**src/rtl/zap_wb_arbiter.sv**
```systemverilog
// -----------------------------------------------------------------------------
// zap_wb_arbiter
//
// Shares one external Wishbone bus between two cache masters:
//   M0 = data cache, M1 = instruction cache.
// Each master presents next-cycle (_nxt) Wishbone signals. The arbiter picks an
// owner and registers that owner's signals onto the bus, so bus latency is the
// same as a master driving the bus directly. Ownership changes only at a
// transfer boundary, which means bursts stay with one owner. A watchdog aborts
// a strobe that has stalled for too long.
//
// Build option:
//   ZAP_WB_ARB_RR_EN  defined   -> round-robin tie break (last_gnt register)
//                     undefined -> fixed priority, M0 beats M1
//
// Parameter:
//   TIMEOUT_CYCLES   stalled-strobe cycles before abort (0 disables, max 65535)
//
// Ports:
//   i_clk, i_reset          clock, asynchronous active-high reset
//   i_mX_wb_*_nxt           master X next-cycle cyc/stb/wen/sel/dat/adr/cti
//   o_mX_wb_ack/err         ack / timeout-abort routed to master X
//   o_wb_*                  registered bus cyc/stb/wen/sel/dat/adr/cti
//   i_wb_ack                bus acknowledge
//   o_gnt                   current owner: 00 idle, 01 M0, 10 M1
//   o_timeout               one-cycle pulse when the watchdog fires
// -----------------------------------------------------------------------------
module zap_wb_arbiter #(
  parameter int TIMEOUT_CYCLES = 1023
) (
  input  logic        i_clk,
  input  logic        i_reset,

  input  logic        i_m0_wb_cyc_nxt,
  input  logic        i_m0_wb_stb_nxt,
  input  logic        i_m0_wb_wen_nxt,
  input  logic [3:0]  i_m0_wb_sel_nxt,
  input  logic [31:0] i_m0_wb_dat_nxt,
  input  logic [31:0] i_m0_wb_adr_nxt,
  input  logic [2:0]  i_m0_wb_cti_nxt,
  output logic        o_m0_wb_ack,
  output logic        o_m0_wb_err,

  input  logic        i_m1_wb_cyc_nxt,
  input  logic        i_m1_wb_stb_nxt,
  input  logic        i_m1_wb_wen_nxt,
  input  logic [3:0]  i_m1_wb_sel_nxt,
  input  logic [31:0] i_m1_wb_dat_nxt,
  input  logic [31:0] i_m1_wb_adr_nxt,
  input  logic [2:0]  i_m1_wb_cti_nxt,
  output logic        o_m1_wb_ack,
  output logic        o_m1_wb_err,

  output logic        o_wb_cyc,
  output logic        o_wb_stb,
  output logic        o_wb_wen,
  output logic [3:0]  o_wb_sel,
  output logic [31:0] o_wb_dat,
  output logic [31:0] o_wb_adr,
  output logic [2:0]  o_wb_cti,
  input  logic        i_wb_ack,

  output logic [1:0]  o_gnt,
  output logic        o_timeout
);

  // One-hot owner encoding: bit X set means master X owns the bus.
  localparam logic [1:0] IDLE = 2'b00;
  localparam logic [1:0] M0   = 2'b01;
  localparam logic [1:0] M1   = 2'b10;

  logic [1:0] state_ff;
  logic [1:0] state_nxt;
  logic [1:0] tie_winner;
  logic [1:0] err_ff;
  logic       timeout_fire;
  logic       boundary;

  // Ownership may move only when no strobe is pending or it is being acked.
  assign boundary = !o_wb_stb || i_wb_ack;

`ifdef ZAP_WB_ARB_RR_EN
  // 0 = M0 granted most recently, 1 = M1.
  logic last_gnt_ff;

  always_ff @(posedge i_clk or posedge i_reset) begin
    if (i_reset)
      last_gnt_ff <= 1'b0;
    else if (state_nxt != IDLE)
      last_gnt_ff <= state_nxt[1];
  end

  assign tie_winner = last_gnt_ff ? M0 : M1;
`else
  assign tie_winner = M0;
`endif

  always_comb begin
    state_nxt = state_ff;
    if (timeout_fire) begin
      state_nxt = IDLE;
    end else if (boundary) begin
      if (state_ff == M0 && i_m0_wb_cyc_nxt)
        state_nxt = M0;
      else if (state_ff == M1 && i_m1_wb_cyc_nxt)
        state_nxt = M1;
      else if (i_m0_wb_cyc_nxt && i_m1_wb_cyc_nxt)
        state_nxt = tie_winner;
      else if (i_m0_wb_cyc_nxt)
        state_nxt = M0;
      else if (i_m1_wb_cyc_nxt)
        state_nxt = M1;
      else
        state_nxt = IDLE;
    end
  end

  // Watchdog: counts stalled strobe cycles of the current owner.
  generate
    if (TIMEOUT_CYCLES != 0) begin : g_wdog
      localparam logic [15:0] TO_LAST = 16'(TIMEOUT_CYCLES - 1);
      logic [15:0] cnt_ff;

      // An ack in the expiry cycle wins, so no abort then.
      assign timeout_fire = o_wb_stb && !i_wb_ack && (cnt_ff == TO_LAST);

      always_ff @(posedge i_clk or posedge i_reset) begin
        if (i_reset)
          cnt_ff <= 16'd0;
        else if (timeout_fire || (state_nxt != state_ff) || !o_wb_stb || i_wb_ack)
          cnt_ff <= 16'd0;
        else
          cnt_ff <= cnt_ff + 16'd1;
      end
    end else begin : g_no_wdog
      assign timeout_fire = 1'b0;
    end
  endgenerate

  // Bus outputs follow the owner chosen for the next cycle.
  always_ff @(posedge i_clk or posedge i_reset) begin
    if (i_reset) begin
      state_ff  <= IDLE;
      o_wb_cyc  <= 1'b0;
      o_wb_stb  <= 1'b0;
      o_wb_wen  <= 1'b0;
      o_wb_sel  <= 4'd0;
      o_wb_dat  <= 32'd0;
      o_wb_adr  <= 32'd0;
      o_wb_cti  <= 3'b000;
      err_ff    <= 2'b00;
      o_timeout <= 1'b0;
    end else begin
      state_ff  <= state_nxt;
      // state_ff is one-hot, so it names the aborted owner directly.
      err_ff    <= timeout_fire ? state_ff : 2'b00;
      o_timeout <= timeout_fire;
      case (state_nxt)
        M0: begin
          o_wb_cyc <= i_m0_wb_cyc_nxt;
          o_wb_stb <= i_m0_wb_stb_nxt;
          o_wb_wen <= i_m0_wb_wen_nxt;
          o_wb_sel <= i_m0_wb_sel_nxt;
          o_wb_dat <= i_m0_wb_dat_nxt;
          o_wb_adr <= i_m0_wb_adr_nxt;
          o_wb_cti <= i_m0_wb_cti_nxt;
        end
        M1: begin
          o_wb_cyc <= i_m1_wb_cyc_nxt;
          o_wb_stb <= i_m1_wb_stb_nxt;
          o_wb_wen <= i_m1_wb_wen_nxt;
          o_wb_sel <= i_m1_wb_sel_nxt;
          o_wb_dat <= i_m1_wb_dat_nxt;
          o_wb_adr <= i_m1_wb_adr_nxt;
          o_wb_cti <= i_m1_wb_cti_nxt;
        end
        default: begin
          o_wb_cyc <= 1'b0;
          o_wb_stb <= 1'b0;
          o_wb_wen <= 1'b0;
          o_wb_sel <= 4'd0;
          o_wb_dat <= 32'd0;
          o_wb_adr <= 32'd0;
          o_wb_cti <= 3'b000;
        end
      endcase
    end
  end

  // Ack goes to the current owner; an abort also acks the aborted owner.
  logic [1:0] ack_vec;

  generate
    for (genvar gi = 0; gi < 2; gi++) begin : g_route
      assign ack_vec[gi] = (i_wb_ack && state_ff[gi]) || err_ff[gi];
    end
  endgenerate

  assign o_m0_wb_ack = ack_vec[0];
  assign o_m1_wb_ack = ack_vec[1];
  assign o_m0_wb_err = err_ff[0];
  assign o_m1_wb_err = err_ff[1];
  assign o_gnt       = state_ff;

endmodule
```
**config.mk**
```make
export PLATFORM = sky130hd
export DESIGN_NAME = zap_wb_arbiter
export DESIGN_NICKNAME = d
export VERILOG_FILES = /design/src/rtl/zap_wb_arbiter.sv
export SDC_FILE = /design/constraint.sdc
export NUM_CORES = 1
export LEC_CHECK = 0
export BUFFER_PORTS_ARGS = -buffer_cell sky130_fd_sc_hd__buf_2
export CAP_MARGIN = 10
export CORE_MARGIN = 4
export CORE_UTILIZATION = 30
export CTS_BUF_LIST = sky130_fd_sc_hd__clkbuf_8
export CTS_CLUSTER_DIAMETER = 150
export CTS_CLUSTER_SIZE = 20
export DETAILED_ROUTE_END_ITERATION = 10
export GPL_ROUTABILITY_DRIVEN = 0
export GPL_TIMING_DRIVEN = 0
export PLACE_DENSITY = 0.66
export SLEW_MARGIN = 25
export SYNTH_ARGS = -nofsm -noshare
export SYNTH_HDL_FRONTEND = slang
export SYNTH_SLANG_ARGS = --single-unit
```
**constraint.sdc**
```tcl
create_clock -name i_clk -period 3.3 [get_ports i_clk]
set_input_delay 0.165 -clock i_clk [delete_from_list [all_inputs] [get_ports i_clk]]
set_output_delay 0.165 -clock i_clk [all_outputs]
set_load 0.05 [all_outputs]
```
==> impl_metrics.py <==
metrics = {
    "worst_setup_path": {
        "cp.arrival_ps": 3220,
        "crit_family": "simple AND/OR/NAND/NOR gates",
        "crit_slowest_cell": "dfrtp_1",
        "max_stage_delay_ps": 440,
        "path_max_fanout": 10,
        "ff2ff_path_depth": 11,
        "crit_buf_inv": 3,
        "path_cells": "inv_1, ha_1, nor4b_1, nand4_1, nor3b_4, or2_1, ha_1, clkbuf_2, clkbuf_1, a22oi_1, nor2_1",
        "end_kind": "flop",
        "critPathKind": "reg2reg",
        "cp.depth": 11,
        "required_ps": 3590,
        "cpMostUsedCell": "ha_1",
        "worstSetupStartpointType": "flop",
    },
    "route": {
        "drc": 0,
        "drt_iter0_markers": 171,
        "vias": 3593,
        "dr.pass1.iters": 4,
        "wl_per_cell_um": 15.1,
        "drtAntennaViolNets": 0,
        "vias_per_cell": 4.71,
        "highest_layer": "met4",
        "wl_met2_um": 5680,
        "wirelength_met1_um": 4530,
        "drt-total-wl_um": 11600,
        "dr_wl_met3_um": 1070,
    },
    "finish": {
        "drive_gt1_share_pct": 43.0,
        "finalNetCount": 745,
        "diodes": 0,
        "regArea_mm2": 0.00238,
        "n_fill_cell": 1215,
        "final_cell_mix": "231 x buf_2, 95 x dfrtp_1, 94 x nor2_1, 75 x a22oi_1, 14 x clkbuf_1",
        "multi_input_area_mm2": 0.00133,
        "synthToLayoutAreaGrowth_pct": 42.0,
        "final_cells": 763,
        "utilization_pct": 44.4,
        "final_common_cell": "buf_2",
    },
    "run_status": {
        "status": "completed",
    },
    "placement": {
        "io_buffers": 231,
        "dp_hpwl_um": 9050,
        "dpl.cell_count": 748,
        "place_ws_ps": -6.63,
    },
    "logic_synthesis": {
        "syn_nets": 503,
        "yosys_warnings": 0,
        "syn_inst": 348,
        "syn_avg_cell_area_um2": 11.0,
        "ys_ff_latch": 95,
        "netlist_area_mm2": 0.00382,
        "yosysSeqAreaShare_pct": 62.3,
        "ys_types": 25,
    },
    "clocking": {
        "clk_latency_ps": 370,
        "cts_max_path_buffers": 2,
        "clk_pin_slew_ps": 90,
        "cts_inserted_buffers": 9,
        "cts_tree": "yes",
        "h-tree-depth": 3,
        "numClockSinks": 95,
        "clockRootBuffer": "clkbuf_8",
    },
    "power": {
        "power_frac_clock_pct": 26.1,
        "irDropWorstVdd_v": 0.000224,
        "power.switching_mw": 1.09,
        "power_mw": 2.92,
        "p_per_area_mw_per_mm2": 539,
        "leakage_nw": 2.89,
        "switching_share_pct": 37.2,
        "comb_power_share_pct": 29.9,
        "power.internal_mw": 1.83,
        "seqPwrFrac_pct": 44.0,
    },
    "grt": {
        "grt_pass1_vias": 3779,
        "grt_usage_pct": 16.2,
        "grt_pass1_wl_um": 18500,
        "grt_antenna_before_repair": 0,
        "grt_max_degree": 51,
        "grt_overflow": 0,
    },
    "floorplanning": {
        "die_area_mm2": 0.0146,
        "fp.dieW_um": 121,
        "start_util_pct": 31.3,
        "io_pins": 232,
        "core_mm2": 0.0122,
        "die_y_um": 121,
        "rows": 40,
    },
    "timing": {
        "finalSetupViolCount": 0,
        "worst_slew_pin_slew_ps": 499,
        "maxClockFrequency_ghz": 0.342,
        "fin_ws_ps": 376,
        "relSlewSlack_pct": 66.7,
        "tns_ps": 0,
        "slew_violations": 0,
        "period_share_pct": 88.6,
        "hold_viol_final": 0,
        "skew_ps": 9.49,
        "rsz0062_at_grt": "false",
        "min_period_ps": 2920,
    },
    "worst_hold_path": {
        "min_path_type": "in2reg",
        "whs_path_depth": 3,
    },
    "job": {
        "drv_cap": 0,
    },
}
==> power by group through the flow <==
stage | Clock, mW | Combinational [mW] | Sequential [mW]
2_1_floorplan | 0 | 0.235 | 1.66
3_5_place_dp | 0 | 0.880 | 1.31
4_1_cts | 0.794 | 0.881 | 1.29
3_3_place_gp | 0 | 0.865 | 1.31
5_1_grt | 0.853 | 0.938 | 1.30
6_report | 0.762 | 0.873 | 1.28
==> what timing repair did <==
action	CTS	global route
endpoints found under the hold margin	45	0
resized for setup	0	7
endpoints found under the setup margin	3	70
buffers inserted	0	0
hold buffers	1	0
==> tightest hold or removal path, cell delays in order <==
cell	delay, ps
buf_2	70
a22oi_1	50
nor2_1	80
==> cells in the mapped netlist <==
| master | count | area, µm² |
|---|---|---|
| a21o_1 | 2 | 15.0 |
| a21oi_1 | 1 | 5.00 |
| a22oi_1 | 75 | 563 |
| and2_1 | 2 | 12.5 |
| and4_1 | 3 | 26.3 |
| buf_1 | 5 | 18.8 |
| buf_4 | 1 | 7.51 |
| clkbuf_1 | 19 | 71.3 |
| dfrtp_1 | 95 | 2380 |
| ha_1 | 4 | 50.1 |
| inv_1 | 4 | 15.0 |
| nand2_1 | 5 | 18.8 |
| nand3_1 | 5 | 25.0 |
| nand4_1 | 4 | 25.0 |
| nand4_2 | 1 | 12.5 |
| nor2_1 | 94 | 353 |
| nor2b_1 | 1 | 6.26 |
| nor3_1 | 4 | 20.0 |
| nor3b_4 | 1 | 18.8 |
| nor4_1 | 3 | 18.8 |
| nor4b_1 | 1 | 8.76 |
| o22ai_1 | 2 | 12.5 |
| or2_1 | 2 | 12.5 |
| xnor2_1 | 9 | 78.8 |
| xor2_1 | 5 | 43.8 |
==> through the flow <==
stage          hold slack [ps]  area [µm²]
3_5_place_dp               213        5220
5_1_grt                   13.1        5420
2_1_floorplan              245        3820
6_report                  36.8        5420
4_1_cts                   3.30        5420
3_3_place_gp               408        5180
==> metal layers <==
| layer | track usage, % | vias to the layer above |
|---|---|---|
| met5 | 0 | - |
| met4 | 7.15 | 0 |
| met3 | 5.38 | 20 |
| met2 | 26.7 | 182 |
| met1 | 19.3 | 1689 |
| li1 | - | 1702 |
==> state kept, by name, indices dropped and copies added (netlist names) <==
register,count
o_wb_adr,32
o_wb_dat,32
g_wdog.cnt_ff,16
o_wb_sel,4
o_wb_cti,3
err_ff,2
o_gnt,2
o_timeout,1
o_wb_cyc,1
o_wb_stb,1
o_wb_wen,1
==> worst paths after layout <==
kind | from | to | slack [ps]
max | g_wdog.cnt_ff[0]$_DFF_PP0_ | o_wb_adr[6]$_DFF_PP0_ | 380
max reg2reg | g_wdog.cnt_ff[0]$_DFF_PP0_ | o_wb_adr[6]$_DFF_PP0_ | 380
min in group asynchronous | i_reset | o_wb_adr[10]$_DFF_PP0_ | 340
min reg2reg | g_wdog.cnt_ff[0]$_DFF_PP0_ | g_wdog.cnt_ff[0]$_DFF_PP0_ | 540
min | i_m0_wb_adr_nxt[28] | o_wb_adr[28]$_DFF_PP0_ | 40
max in group asynchronous | i_reset | o_gnt[1]$_DFF_PP0_ | 2370
==> cells by family (layout without fill, tap and decap cells) <==
logic type,count (synthesis),in the layout,synth area share (%)
AOI/OAI and AO/OA,80,80,15.6
xor gates and xnor gates,14,14,3.21
adders and majority gates,4,4,1.31
buffers and inverters,29,276,2.95
DFF,95,95,62.3
and+or+nand+nor,126,126,14.6
==> area by class of cell <==
class                           instances  area share (%)
Timing Repair Buffer                  233            22.0
Inverter                                4           0.369
Multi-Input combinational cell        224            24.5
Tap cell                              168            3.88
Sequential cell                        95            43.9
Clock buffer                            9            2.29
Clock inverter                          7            1.34
Buffer                                 23            1.73
Power figures use the tool's default switching activity.
